--- src/rtl/mini_src_ctrl_pkg.sv ---
// Shared definitions for the Mini-SRC hardwired control unit: opcodes,
// sequencer states, strobe bit positions and opcode classification.
package mini_src_ctrl_pkg;

  localparam int OP_W  = 5;
  localparam int ALU_W = 5;
  localparam int DRV_W = 10;
  localparam int LD_W  = 12;

  localparam logic [OP_W-1:0] OP_LD   = 5'b00000;
  localparam logic [OP_W-1:0] OP_LDI  = 5'b00001;
  localparam logic [OP_W-1:0] OP_ST   = 5'b00010;
  localparam logic [OP_W-1:0] OP_ADD  = 5'b00011;
  localparam logic [OP_W-1:0] OP_SUB  = 5'b00100;
  localparam logic [OP_W-1:0] OP_AND  = 5'b01001;
  localparam logic [OP_W-1:0] OP_OR   = 5'b01010;
  localparam logic [OP_W-1:0] OP_ADDI = 5'b01011;
  localparam logic [OP_W-1:0] OP_ANDI = 5'b01100;
  localparam logic [OP_W-1:0] OP_ORI  = 5'b01101;
  localparam logic [OP_W-1:0] OP_MFHI = 5'b10111;
  localparam logic [OP_W-1:0] OP_MFLO = 5'b11000;
  localparam logic [OP_W-1:0] OP_NOP  = 5'b11001;
  localparam logic [OP_W-1:0] OP_HALT = 5'b11010;

  localparam logic [ALU_W-1:0] ALU_ADD = 5'b00011;

  // drv bit positions (bus drivers, at most one hot)
  localparam int D_PCOUT     = 0;
  localparam int D_ZHIGHOUT  = 1;
  localparam int D_ZLOWOUT   = 2;
  localparam int D_MDROUT    = 3;
  localparam int D_BAOUT     = 4;
  localparam int D_ROUT      = 5;
  localparam int D_HIOUT     = 6;
  localparam int D_LOOUT     = 7;
  localparam int D_INPORTOUT = 8;
  localparam int D_COUT      = 9;

  // ld bit positions (register loads)
  localparam int L_PCIN      = 0;
  localparam int L_MARIN     = 1;
  localparam int L_MDRIN     = 2;
  localparam int L_IRIN      = 3;
  localparam int L_YIN       = 4;
  localparam int L_RIN       = 5;
  localparam int L_HIIN      = 6;
  localparam int L_LOIN      = 7;
  localparam int L_ZHIGHIN   = 8;
  localparam int L_ZLOWIN    = 9;
  localparam int L_CONIN     = 10;
  localparam int L_OUTPORTIN = 11;

  typedef enum logic [3:0] {
    RST, T0, T1, T2, T3, T4, T5, T6, T7, HALT, STOPPED
  } state_e;

  typedef enum logic [3:0] {
    C_LD, C_LDI, C_ST, C_ALU, C_IMM, C_MFHI, C_MFLO, C_NOP, C_HALT, C_ILL
  } op_class_e;

  function automatic op_class_e op_class(input logic [OP_W-1:0] op);
    op_class_e c;
    case (op)
      OP_LD:                          c = C_LD;
      OP_LDI:                         c = C_LDI;
      OP_ST:                          c = C_ST;
      OP_ADD, OP_SUB, OP_AND, OP_OR:  c = C_ALU;
      OP_ADDI, OP_ANDI, OP_ORI:       c = C_IMM;
      OP_MFHI:                        c = C_MFHI;
      OP_MFLO:                        c = C_MFLO;
      OP_NOP:                         c = C_NOP;
      OP_HALT:                        c = C_HALT;
      default:                        c = C_ILL;
    endcase
    return c;
  endfunction

endpackage

--- src/rtl/cu_decode.sv ---
// Combinational strobe decode for the Mini-SRC control unit: maps the current
// sequencer step and opcode to every datapath control output.
module cu_decode
  import mini_src_ctrl_pkg::*;
(
  input  state_e             state_i,
  input  logic [OP_W-1:0]    opcode_i,
  output logic [DRV_W-1:0]   drv_o,
  output logic [LD_W-1:0]    ld_o,
  output logic               inc_pc_o,
  output logic               read_o,
  output logic               write_o,
  output logic               gra_o,
  output logic               grb_o,
  output logic               grc_o,
  output logic [ALU_W-1:0]   alu_op_o,
  output logic               illegal_o
);

  op_class_e cls;

  assign cls = op_class(opcode_i);

  always_comb begin
    drv_o     = '0;
    ld_o      = '0;
    inc_pc_o  = 1'b0;
    read_o    = 1'b0;
    write_o   = 1'b0;
    gra_o     = 1'b0;
    grb_o     = 1'b0;
    grc_o     = 1'b0;
    alu_op_o  = '0;
    illegal_o = 1'b0;
    case (state_i)
      T0: begin
        drv_o[D_PCOUT] = 1'b1;
        ld_o[L_MARIN]  = 1'b1;
        ld_o[L_PCIN]   = 1'b1;
        inc_pc_o       = 1'b1;
      end
      T1: begin
        read_o        = 1'b1;
        ld_o[L_MDRIN] = 1'b1;
      end
      T2: begin
        drv_o[D_MDROUT] = 1'b1;
        ld_o[L_IRIN]    = 1'b1;
      end
      T3: begin
        case (cls)
          C_LD, C_LDI, C_ST: begin
            grb_o          = 1'b1;
            drv_o[D_BAOUT] = 1'b1;
            ld_o[L_YIN]    = 1'b1;
          end
          C_ALU, C_IMM: begin
            grb_o         = 1'b1;
            drv_o[D_ROUT] = 1'b1;
            ld_o[L_YIN]   = 1'b1;
          end
          C_MFHI: begin
            drv_o[D_HIOUT] = 1'b1;
            gra_o          = 1'b1;
            ld_o[L_RIN]    = 1'b1;
          end
          C_MFLO: begin
            drv_o[D_LOOUT] = 1'b1;
            gra_o          = 1'b1;
            ld_o[L_RIN]    = 1'b1;
          end
          C_ILL:   illegal_o = 1'b1;
          default: ;
        endcase
      end
      T4: begin
        case (cls)
          C_LD, C_LDI, C_ST: begin
            drv_o[D_COUT]  = 1'b1;
            ld_o[L_ZLOWIN] = 1'b1;
            alu_op_o       = ALU_ADD;
          end
          C_ALU: begin
            grc_o          = 1'b1;
            drv_o[D_ROUT]  = 1'b1;
            ld_o[L_ZLOWIN] = 1'b1;
            alu_op_o       = opcode_i;
          end
          C_IMM: begin
            drv_o[D_COUT]  = 1'b1;
            ld_o[L_ZLOWIN] = 1'b1;
            alu_op_o       = opcode_i;
          end
          default: ;
        endcase
      end
      T5: begin
        case (cls)
          C_LDI, C_ALU, C_IMM: begin
            drv_o[D_ZLOWOUT] = 1'b1;
            gra_o            = 1'b1;
            ld_o[L_RIN]      = 1'b1;
          end
          C_LD, C_ST: begin
            drv_o[D_ZLOWOUT] = 1'b1;
            ld_o[L_MARIN]    = 1'b1;
          end
          default: ;
        endcase
      end
      T6: begin
        case (cls)
          C_LD: begin
            read_o        = 1'b1;
            ld_o[L_MDRIN] = 1'b1;
          end
          // store data goes register -> MDR with no memory read
          C_ST: begin
            gra_o         = 1'b1;
            drv_o[D_ROUT] = 1'b1;
            ld_o[L_MDRIN] = 1'b1;
          end
          default: ;
        endcase
      end
      T7: begin
        case (cls)
          C_LD: begin
            drv_o[D_MDROUT] = 1'b1;
            gra_o           = 1'b1;
            ld_o[L_RIN]     = 1'b1;
          end
          C_ST:    write_o = 1'b1;
          default: ;
        endcase
      end
      default: ;
    endcase
  end

endmodule

--- src/rtl/control_sequencer.sv ---
// Mini-SRC hardwired control unit: step register, next-step logic and Stop
// handling. Define MEM_WAIT_EN to stretch memory steps until mem_ready.
//
// state   | meaning
// RST     | held in reset, all strobes low
// T0..T2  | instruction fetch
// T3..T7  | execute steps, length depends on opcode
// HALT    | halt executed, left only by reset
// STOPPED | Stop seen at a fetch boundary, resumes when Stop drops
module control_sequencer
  import mini_src_ctrl_pkg::*;
#(
  parameter int OPW  = 5,
  parameter int ALUW = 5
) (
  input  logic             clock,
  input  logic             clear,
  input  logic [31:0]      IR,
  input  logic             Stop,
  input  logic             mem_ready,
  output logic [9:0]       drv,
  output logic [11:0]      ld,
  output logic             IncPC,
  output logic             Read,
  output logic             Write,
  output logic             Gra,
  output logic             Grb,
  output logic             Grc,
  output logic [ALUW-1:0]  alu_op,
  output logic             Run,
  output logic             illegal
);

  state_e          state_q, state_d;
  state_e          next_fetch;
  op_class_e       cls;
  logic [OPW-1:0]  opcode;
  logic            mem_ok;
  logic            unused_ir;

  assign opcode    = IR[31 -: OPW];
  assign unused_ir = ^IR[31-OPW:0];
  assign cls       = op_class(opcode);

`ifdef MEM_WAIT_EN
  assign mem_ok = mem_ready;
`else
  logic unused_mem_ready;
  assign unused_mem_ready = mem_ready;
  assign mem_ok = 1'b1;
`endif

  always_ff @(posedge clock or negedge clear) begin
    if (!clear) state_q <= RST;
    else        state_q <= state_d;
  end

  always_comb begin
    state_d    = state_q;
    next_fetch = Stop ? STOPPED : T0;
    case (state_q)
      RST:     state_d = T0;
      T0:      state_d = T1;
      T1:      state_d = mem_ok ? T2 : T1;
      // IR is being loaded during T2, so a nop is recognised from the IR input
      T2:      state_d = (cls == C_NOP) ? next_fetch : T3;
      T3: begin
        case (cls)
          C_HALT:                       state_d = HALT;
          C_MFHI, C_MFLO, C_ILL, C_NOP: state_d = next_fetch;
          default:                      state_d = T4;
        endcase
      end
      T4:      state_d = T5;
      T5:      state_d = (cls == C_LD || cls == C_ST) ? T6 : next_fetch;
      T6:      state_d = (cls == C_LD && !mem_ok) ? T6 : T7;
      T7:      state_d = (cls == C_ST && !mem_ok) ? T7 : next_fetch;
      HALT:    state_d = HALT;
      STOPPED: state_d = Stop ? STOPPED : T0;
      default: state_d = RST;
    endcase
  end

  assign Run = (state_q inside {T0, T1, T2, T3, T4, T5, T6, T7});

  cu_decode u_decode (
    .state_i   (state_q),
    .opcode_i  (opcode),
    .drv_o     (drv),
    .ld_o      (ld),
    .inc_pc_o  (IncPC),
    .read_o    (Read),
    .write_o   (Write),
    .gra_o     (Gra),
    .grb_o     (Grb),
    .grc_o     (Grc),
    .alu_op_o  (alu_op),
    .illegal_o (illegal)
  );

endmodule

--- config.mk ---
export PLATFORM = sky130hd
export DESIGN_NAME = control_sequencer
export DESIGN_NICKNAME = d
export VERILOG_FILES = /design/src/rtl/mini_src_ctrl_pkg.sv /design/src/rtl/cu_decode.sv /design/src/rtl/control_sequencer.sv
export SDC_FILE = /design/constraint.sdc
export NUM_CORES = 1
export LEC_CHECK = 0
export BUFFER_PORTS_ARGS = -buffer_cell sky130_fd_sc_hd__buf_2
export CAP_MARGIN = 0
export CELL_PAD_IN_SITES_DETAIL_PLACEMENT = 1
export CELL_PAD_IN_SITES_GLOBAL_PLACEMENT = 1
export CORE_MARGIN = 5
export CORE_UTILIZATION = 27
export CTS_CLUSTER_SIZE = 24
export DETAILED_ROUTE_END_ITERATION = 6
export PLACE_DENSITY_LB_ADDON = 0.25
export SLEW_MARGIN = 25
export SYNTH_ARGS = -nofsm -noshare
export SYNTH_HDL_FRONTEND = slang
export SYNTH_SLANG_ARGS = --single-unit
export TNS_END_PERCENT = 50
--- constraint.sdc ---
create_clock -name clock -period 2.4 [get_ports clock]
set_input_delay 0.24 -clock clock [delete_from_list [all_inputs] [get_ports clock]]
set_output_delay 0.24 -clock clock [all_outputs]
set_load 0.05 [all_outputs]
==> reports/summary.md, run 1 <==
• **FP Rows** 23
• **register ranked first by flip-flop count** state_q
• **GRT Overall Usage** 14.5%
• **detailed-routing iteration count for the pre-antenna-repair pass** 6
• **largest registers** state_q (4)
• **Clock Tree Root** clkbuf_8
• **share of the yosys chip area belonging to registers** 9.33%
• **cells taking the most area after synthesis** dfrtp_1 9.3%, buf_4 9.1%, nand2_1 6.3%
• **Async S/R FF share, synth** 100%
• **weighted congestion at the end of routability-driven global placement** 0.839
• **launching point of the worst reg2reg path** state_q[1]$_DFF_PN0_
• **crit-path leading delay family** buffers and inverters
• **status** finished, final reports clean
• **top library cells by usage in the layout, fill and taps aside** 29 x buf_2, 23 x buf_4, 18 x nand2_1, 17 x nor2_1, 10 x a21oi_1
• **worst IR drop on VDD** 219 uV
• **Inserted Clock Buffers** 3
• **full die area** 0.00533 mm2
• **starting density of the core** 27.4%
• **remaining global-route overflow** 0
• **Total Neg Setup Slack** 0 ns
• **CP Class** input port to output pin
• **warnings from Yosys** 0
• **Slowest-stage cell, CP** a211o_1
• **Die Height** 73.0 um
• **per-cell via count in the routed design** 5.05
• **I/O Pins** 71
• **total routed wirelength** 3800 um
• **Tcrit/Tclk final** 98.2%
• **combined area of all synthesized cells** 0.00107 mm2
• **WL/cell** 15.0 um
• **DRC viols** 0
• **Worst Path Arrival** 2.12 ns
• **buffers added on ports** 34
• **cell chain of the critical path** buf_2, ha_1, nor2b_2, a211o_1, buf_4, nor4_1, clkbuf_4
• **Clock Skews** 0.00212 ns
• **cell accounting for the most synthesized area** dfrtp_1
• **clock-pin slew on the worst setup and hold paths** 0.03 ns
• **total core area** 0.00391 mm2
• **HPWL after DPL** 3090 um
• **antenna violations before repair** 0
• **number of antenna repair diodes** 0
• **minimum setup slack among reg-to-reg paths** 0.80 ns
• **share of layout cells above drive strength 1** 34.8%
• **wire length of the first global-routing pass** 6280 um
• **PnR worst setup slack** 0.0439 ns
• **highest cell delay on the worst timing path** 0.44 ns
• **count of cell types in the netlist** 49
• **area share of the leading cell type in the synthesized netlist** 9.33%
• **Crit. Startpoint** IR[27]
• **category of the worst setup path capture point** output pin
• **Largest register FFs** 4
• **die boundary width** 73.0 um
• **shortest period the worst path allows** 2.36 ns
• **dominant register cell in the synthesized netlist** dfrtp_1
• **largest driver fanout on the critical path** 8
• **Worst Setup Start Kind** input port
• **net count of the finished layout** 244
• **# Max-Cap Violations** 0
• **worst skew pair latency** 0.22 ns
• **setup repair after global routing missed its margin** true
• **flip-flop and latch count after synthesis** 4
• **upper clock frequency limit** 0.424 GHz
• **pre-CTS setup slack** -0.0381 ns
• **DRT iter0 DRCs** 47
• **Post-CTS Setup Repair Bufs** 0
• **worst-case clock buffer depth** 2
• **destination of the worst register-to-register timing path** state_q[3]$_DFF_PN0_
• **required time of the critical path** 2.16 ns
• **TritonCTS clock tree** done
• **number of global-route vias before repair** 1373
• **hold violation count in the final report** 0
• **syn avg cell area** 6.70 um2
• **total clock sinks** 4
• **Syn-to-layout area delta** 33.6%
• **number of endpoints failing setup at the final stage** 0
• **deepest level of the CTS H-tree** 1
• **max-slew violation count** 0
• **power density over cell area** 943 mW/mm2
• **antenna violation net count after detailed routing** 0
• **Leakage** 0.000705 uW
• **largest net degree at the start of global routing** 17
• **vias after detailed routing** 1282
• **buffers plus inverters on the worst setup path** 3
• **path type of the worst min-delay path** input port to asynchronous set/reset pin
• **cell count after synthesis** 160
• **Post-synth EDFFs** 0
• **layout filler cell count** 545
• **depth of the worst register-to-register path** 6
• **most common cell after layout, fill and taps aside** buf_2
[kinds of logic after synthesis]
logic type                 count (synthesis)  synth area share (%)
AOI/OAI and AO/OA                         44                  28.8
xor gates and xnor gates                   2                  1.63
adders and majority gates                  2                  2.33
buffers and inverters                     27                  14.6
DFF                                        4                  9.34
muxes                                      1                 0.934
other                                      1                 0.350
and+or+nand+nor                           79                  42.0
[final cells by class]
cell class	instances	area [um2]	share of cell area, %
Sequential cell	4	100	6.99
Tap cell	50	62.6	4.37
Multi-Input combinational cell	136	860	60.0
Clock buffer	3	41.3	2.88
Inverter	5	18.8	1.31
Timing Repair Buffer	56	350	24.5
[how the worst max path moves through the flow]
stage                endpoint  slack [ns]  cells after the start
floorplan                 Grc       -0.51                      5
global placement          Gra        0.03                      9
detailed placement        Gra       -0.04                      9
CTS                       Gra        0.02                      9
global route        alu_op[2]       -0.05                      9
finish                illegal        0.04                      7
[power by group]
group	internal (uW)	total [uW]	switching [uW]	leakage, uW
logic	301	1040	742	0.000633
clock network	107	141	33.8	0.0000216
registers	100	166	66.0	0.0000504
total	508	1350	842	0.000705
[repair_timing]
action,in CTS,in global routing
endpoints found under the hold margin,4,0
gates resized for setup,1,8
setup endpoints to repair,2,13
hold buffers,1,0
[per-stage QoR]
step | hold slack [ns] | total power, uW | area (um2) | instances | util, %
after detailed placement | 0.0477 | 1200 | 1360 | 250 | 34.8
after global routing | 0.362 | 1450 | 1430 | 254 | 36.6
after global placement | 0.0415 | 1180 | 1360 | 250 | 34.8
final | 0.354 | 1350 | 1430 | 254 | 36.6
after floorplan | -0.0556 | 979 | 1110 | 167 | -
after CTS | 0.352 | 1350 | 1420 | 254 | 36.2
[synth_stat cells (all sizes together), types with 2 or more instances]
| cell type | number |
|---|---|
| a211oi | 3 |
| a21oi | 10 |
| a31oi | 3 |
| and2 | 3 |
| and3 | 2 |
| and3b | 2 |
| buf | 18 |
| clkbuf | 4 |
| dfrtp | 4 |
| ha | 2 |
| inv | 5 |
| nand2 | 18 |
| nand2b | 2 |
| nand3 | 2 |
| nand4 | 2 |
| nor2 | 18 |
| nor2b | 9 |
| nor3 | 7 |
| nor3b | 2 |
| nor4 | 7 |
| o21a | 2 |
| o21ai | 10 |
| o21bai | 3 |
| o22ai | 3 |
| o31ai | 2 |
[metal layers]
layer | GRT usage (%) | part of all wire, % | wire length [um] | vias up
met1 | 18.2 | 44 | 1660 | 608
li1 | - | - | - | 644
met2 | 26.0 | 52 | 1980 | 28
met3 | 1.93 | 3.8 | 146 | 2
met5 | 0 | 0 | 0 | -
met4 | 3.48 | 0.50 | 19 | 0
Note: power is estimated with default switching activity, not from simulation.
==> inputs of run 2 (changes only) <==
Settings changed: CORE_UTILIZATION 27 to 32, SYNTH_HIERARCHICAL set to 1.
==> reports/summary.md, run 2 <==
• **category of the worst setup path capture point** output pin
• **die boundary width** 77.3 um, +5.8%
• **HPWL after DPL** 3760 um, +22%
• **top library cells by usage in the layout, fill and taps aside** 40 x buf_4, 22 x buf_2, 14 x nor2_1, 12 x nand2_1
• **instance count after placement with tap cells included** 300, +20%
• **Clock Skews** 0.00367 ns, +0.00156 ns
• **Synth top cells by count** 14 x nor2_1, 12 x nand2_1, 11 x buf_4, 10 x nor3_1
• **required time of the critical path** 2.16 ns, about the same
• **CP Class** input port to output pin
• **non-filler instance count after layout** 305, +20%
• **status** finished, final reports clean
• **shortest period the worst path allows** 2.33 ns, -0.0295 ns
• **register ranked first by flip-flop count** state_q
• **deepest level of the CTS H-tree** 1, unchanged
• **cell chain of the critical path** buf_4, buf_4, nand2b_1, nor3b_2, buf_4, nor3_2, buf_4, or3_1, nor2_1, buf_2
• **total area of multi-input combinational cells** 0.00132 mm2, +54%
• **highest cell delay on the worst timing path** 0.38 ns, -0.06 ns
• **cells taking the most area after synthesis** dfrtp_1 6.9%, buf_4 5.7%, ha_1 5.2%
• **share of the yosys chip area belonging to registers** 6.91%, -2.4 points
• **largest registers** state_q (4)
• **Total Neg Setup Slack** 0 ns, unchanged
• **Leakage** 0.000891 uW, +26%
• **wire length of the first global-routing pass** 7650 um, +22%
• **DRT iter0 DRCs** 64, +36%
• **starting density of the core** 33.0%, +5.7 points
• **layout filler cell count** 551, +1.1%
• **adder and majority cell fraction of the synthesized area** 5.87%, +3.5 points
• **antenna violation net count after detailed routing** 0, unchanged
• **clock-pin slew on the worst setup and hold paths** 0.03 ns, about the same
• **path type of the worst min-delay path** input port to asynchronous set/reset pin
• **buffers added on ports** 34, unchanged
• **fraction of the mapped netlist area in simple logic gates** 47.3%, +5.3 points
• **net count of the finished layout** 297, +22%
• **Syn-to-layout area delta** 40.2%
• **Tcrit/Tclk final** 96.9%, -1.2 points
• **Largest register FFs** 4, unchanged
• **# Max-Cap Violations** 0, unchanged
• **Inserted Clock Buffers** 3, unchanged
• **area share of xor/xnor cells in the synthesized design** 1.21%, -0.42 points
• **Die Height** 77.3 um, +5.8%
• **remaining global-route overflow** 0, unchanged
• **most common cell after layout, fill and taps aside** buf_4
• **antenna violations before repair** 0, unchanged
• **share of layout cells above drive strength 1** 46.6%, +12 points
• **Worst Setup Start Kind** input port
• **full die area** 0.00597 mm2, +12%
• **area fraction in compound gates after synthesis** 24.6%, -4.2 points
• **total routed wirelength** 4560 um, +20%
• **Worst Path Arrival** 2.09 ns, -0.03 ns
• **total core area** 0.00438 mm2, +12%
• **cell count after synthesis** 193, +21%
• **Slowest-stage cell, CP** or3_1
• **cell accounting for the most synthesized area** dfrtp_1
• **setup repair after global routing missed its margin** true
• **Post-synth EDFFs** 0, unchanged
• **flip-flop and latch count after synthesis** 4, unchanged
• **largest driver fanout on the critical path** 5, -3
• **Sequential Area** 100 um2, unchanged
• **syn avg cell area** 7.51 um2, +12%
• **vias after detailed routing** 1617, +26%
• **mux contribution to synthesized area** 1.73%, +0.79 points
• **CP dominant cell by count** buf_4
• **largest net degree at the start of global routing** 14, -3
• **GRT Overall Usage** 14.9%, +0.33 points
• **DRC viols** 0, unchanged
• **detailed-routing iteration count for the pre-antenna-repair pass** 4, -2
• **Async S/R FF share, synth** 100%, unchanged
• **dominant register cell in the synthesized netlist** dfrtp_1
• **worst skew pair latency** 0.22 ns, about the same
• **TritonCTS clock tree** done
• **number of antenna repair diodes** 0, unchanged
• **area share of the leading cell type in the synthesized netlist** 6.91%, -2.4 points
• **warnings from Yosys** 6, +6
• **worst hold slack** 0.362 ns, +0.00820 ns
• **largest family of logic cells by synthesized area** simple AND/OR/NAND/NOR gates
• **total clock sinks** 4, unchanged
• **worst IR drop on VDD** 397 uV, +81%
• **combined area of all synthesized cells** 0.00145 mm2, +35%
• **utilization of the core after routing** 46.3%, +9.7 points
• **hold violation count in the final report** 0, unchanged
• **max-slew violation count** 0, unchanged
• **FP Rows** 24, +4.3%
• **upper clock frequency limit** 0.430 GHz, +1.3%
• **I/O Pins** 71, unchanged
• **weighted congestion at the end of routability-driven global placement** 0.796, -5.2%
• **worst-case clock buffer depth** 2, unchanged
• **most common cell in the synthesized netlist** nor2_1
• **count of cell types in the netlist** 72, +47%
• **WL/cell** 15.0 um, about the same
• **Clock Tree Root** clkbuf_8
• **power density over cell area** 704 mW/mm2, -25%
• **number of endpoints failing setup at the final stage** 0, unchanged
• **per-cell via count in the routed design** 5.30, +5.0%
• **number of global-route vias before repair** 1616, +18%
-- run 2: timing repair --
action,4_1_cts,5_1_grt
gates resized for setup,11,27
pin swaps,4,3
buffers inserted,1,0
hold buffers,1,0
endpoints found under the setup margin,7,17
hold endpoints to repair,4,0
-- run 2: area by class of cell --
class / count / share of cell area, %
Multi-Input combinational cell: 171 / 65.1
Inverter: 6 / 1.11
Clock buffer: 3 / 2.03
Sequential cell: 4 / 4.93
Tap cell: 52 / 3.20
Timing Repair Buffer: 69 / 23.6
-- run 2: metal layers --
metal	part of all wire, %	track usage, %
met3	4.0	1.99
met4	1.4	3.95
met2	50	26.8
met1	45	18.3
met5	0	0
-- run 2: cell families (layout without fill, tap and decap cells) --
| logic type | count (synthesis) | in the layout |
|---|---|---|
| xor+xnor | 2 | 2 |
| other cells | 1 | 8 |
| flops | 4 | 4 |
| buf+inv | 25 | 78 |
| compound gates | 45 | 45 |
| simple gates | 107 | 107 |
| fa+ha+maj | 7 | 7 |
| mux | 2 | 2 |
-- run 2: where the power goes --
| part | leakage (uW) | switching, uW | internal (uW) |
|---|---|---|---|
| logic | 0.000819 | 776 | 376 |
| clock network | 0.0000216 | 32.4 | 107 |
| registers | 0.0000506 | 44.3 | 95.7 |
| total | 0.000891 | 853 | 578 |
-- run 2: stage by stage --
| stage | cell area [um2] | worst slack [ns] | total power (uW) |
|---|---|---|---|
| after floorplan | 1520 | -0.180 | 1020 |
| after global placement | 1850 | -0.104 | 1240 |
| after detailed placement | 1850 | -0.136 | 1260 |
| after CTS | 1950 | 0.0168 | 1420 |
| after global routing | 2030 | -0.0196 | 1530 |
| final | 2030 | 0.0734 | 1430 |
-- run 2: worst paths after layout --
| path | start | end | slack [ns] | depth (start not counted) |
|---|---|---|---|---|
| max | IR[28] | drv[7] | 0.07 | 10 |
| min | clear | state_q[2]$_DFF_PN0_ | 0.36 | 2 |
| max reg2reg | state_q[1]$_DFF_PN0_ | state_q[0]$_DFF_PN0_ | 0.69 | 6 |
| min reg2reg | state_q[3]$_DFF_PN0_ | state_q[1]$_DFF_PN0_ | 0.83 | 4 |
| max in group asynchronous | clear | state_q[1]$_DFF_PN0_ | 1.92 | 2 |
| min in group clock | Stop | state_q[3]$_DFF_PN0_ | 0.44 | 3 |
-- run 2: worst max-delay path: cells and delay by family --
kind                   cells  cell delay (ns)
AND/OR/NAND/NOR            5             0.99
buffers and inverters      5             0.86
==> inputs of run 3 (changes only) <==
Settings changed: RECOVER_POWER set to 25.
==> reports/summary.md, run 3 (same netlist as run 2, synthesis figures left out) <==
• **remaining global-route overflow** 0, unchanged
• **non-filler instance count after layout** 305, unchanged
• **weighted congestion at the end of routability-driven global placement** 0.796, unchanged
• **antenna violation net count after detailed routing** 0, unchanged
• **net count of the finished layout** 297, unchanged
• **CP Class** input port to output pin
• **final std cell area, no fill** 0.00203 mm2, -0.25%
• **number of antenna repair diodes** 0, unchanged
• **detailed-routing iteration count for the pre-antenna-repair pass** 4, unchanged
• **max-slew violation count** 0, unchanged
• **wire length of the first global-routing pass** 7650 um, unchanged
• **# Max-Cap Violations** 0, unchanged
• **Tcrit/Tclk final** 96.9%, unchanged
• **DRT iter0 DRCs** 63, -1.6%
• **Inserted Clock Buffers** 3, unchanged
• **utilization of the core after routing** 46.2%, -0.11 points
• **Worst Setup Start Kind** input port
• **hold violation count in the final report** 0, unchanged
• **total clock sinks** 4, unchanged
• **FP Rows** 24, unchanged
• **die boundary width** 77.3 um, unchanged
• **TritonCTS clock tree** done
• **setup repair after global routing missed its margin** true
• **required time of the critical path** 2.16 ns, about the same
• **upper clock frequency limit** 0.430 GHz, unchanged
• **worst IR drop on VDD** 388 uV, -2.3%
• **layout filler cell count** 553, +0.36%
• **Die Height** 77.3 um, unchanged
• **category of the worst setup path capture point** output pin
• **HPWL after DPL** 3760 um, unchanged
• **buffers added on ports** 34, unchanged
• **power density over cell area** 703 mW/mm2, -0.16%
• **Clock Tree Root** clkbuf_8
• **per-cell via count in the routed design** 5.30, about the same
• **Worst Path Arrival** 2.09 ns, about the same
• **Slew headroom** 60.6%
• **clock-pin slew on the worst setup and hold paths** 0.03 ns, about the same
• **largest net degree at the start of global routing** 14, unchanged
• **register ranked first by flip-flop count** state_q
• **Leakage** 0.000877 uW, -1.6%
• **shortest period the worst path allows** 2.33 ns, unchanged
• **Clock Skews** 0.00367 ns, +0.0000000200 ns
• **instance count after placement with tap cells included** 300, unchanged
• **largest driver fanout on the critical path** 5, unchanged
• **total routed wirelength** 4570 um, +0.13%
• **Largest register FFs** 4, unchanged
• **WL/cell** 15.0 um, +0.13%
• **total core area** 0.00438 mm2, unchanged
• **starting density of the core** 33.0%, unchanged
• **worst skew pair latency** 0.22 ns, about the same
• **Syn-to-layout area delta** 39.9%
• **deepest level of the CTS H-tree** 1, unchanged
• **I/O Pins** 71, unchanged
• **GRT Overall Usage** 14.9%, unchanged
• **path type of the worst min-delay path** input port to asynchronous set/reset pin
• **Post-DP Area** 0.00185 mm2, unchanged
• **number of endpoints failing setup at the final stage** 0, unchanged
• **top library cells by usage in the layout, fill and taps aside** 40 x buf_4, 18 x buf_2, 14 x nor2_1, 12 x nand2_1
• **DRC viols** 0, unchanged
• **worst-case clock buffer depth** 2, unchanged
• **number of global-route vias before repair** 1616, unchanged
• **slew at the pin closest to its max-slew limit** 0.594 ns
• **share of layout cells above drive strength 1** 45.1%, -1.6 points
• **largest registers** state_q (4)
• **status** finished, final reports clean
• **full die area** 0.00597 mm2, unchanged
• **antenna violations before repair** 0, unchanged
• **most common cell after layout, fill and taps aside** buf_4
• **vias after detailed routing** 1616, -0.062%
-- run 3: changes by cell type in the layout (fill, tap and decap cells not counted) --
cell      change
buf_2         -4
clkbuf_1      +4
-- run 3: final timing paths --
| path | from | endpoint | slack [ns] | cells past startpoint |
|---|---|---|---|---|
| worst min-delay path | clear | state_q[2]$_DFF_PN0_ | 0.39 | 2 |
| min in group clock | Stop | state_q[3]$_DFF_PN0_ | 0.44 | 3 |
| max in group asynchronous | clear | state_q[1]$_DFF_PN0_ | 1.83 | 2 |
| worst min register to register | state_q[3]$_DFF_PN0_ | state_q[1]$_DFF_PN0_ | 0.83 | 4 |
| worst max-delay path | IR[28] | drv[7] | 0.07 | 10 |
| worst max register to register | state_q[1]$_DFF_PN0_ | state_q[0]$_DFF_PN0_ | 0.69 | 6 |
-- run 3: what timing repair did --
action	in CTS	in global routing
setup buffers	1	0
endpoints found under the hold margin	4	0
hold buffers	1	0
pin swaps	4	3
resized for setup	11	27
setup endpoints to repair	7	17
cloned	0	0
-- run 3: stage by stage --
| stage | setup TNS (ns) | hold slack (ns) | power (uW) | setup slack [ns] |
|---|---|---|---|---|
| floorplan | -0.579 | -0.0556 | 1020 | -0.180 |
| global placement | -0.160 | 0.0432 | 1240 | -0.104 |
| detailed placement | -0.267 | 0.0483 | 1260 | -0.136 |
| CTS | 0 | 0.353 | 1420 | 0.0168 |
| global route | -0.0488 | 0.423 | 1530 | -0.0196 |
| finish | 0 | 0.387 | 1430 | 0.0734 |
-- run 3: report_power, final --
group / leakage, uW / switching (uW) / internal [uW]
combinational: 0.000805 / 778 / 369
clock: 0.0000216 / 32.4 / 107
sequential: 0.0000506 / 44.3 / 95.6
-- run 3: worst max-delay path, stage by stage --
cell and delay [ns]:
buf_4 0.13, buf_4 0.15, nand2b_1 0.20, nor3b_2 0.26, buf_4 0.15, nor3_2 0.04
buf_4 0.16, or3_1 0.38, nor2_1 0.11, buf_2 0.27
-- run 3: cell type report --
class / count / area (um2) / area share (%)
Sequential cell: 4 / 100 / 4.94
Multi-Input combinational cell: 171 / 1320 / 65.2
Inverter: 6 / 22.5 / 1.11
Timing Repair Buffer: 69 / 475 / 23.5
Tap cell: 52 / 65.1 / 3.21
Clock buffer: 3 / 41.3 / 2.04
-- run 3: metal layers --
metal / wire [um] / GRT usage (%)
met5: 0 / 0
met4: 65 / 3.95
met3: 184 / 1.99
met2: 2260 / 26.8
met1: 2060 / 18.3
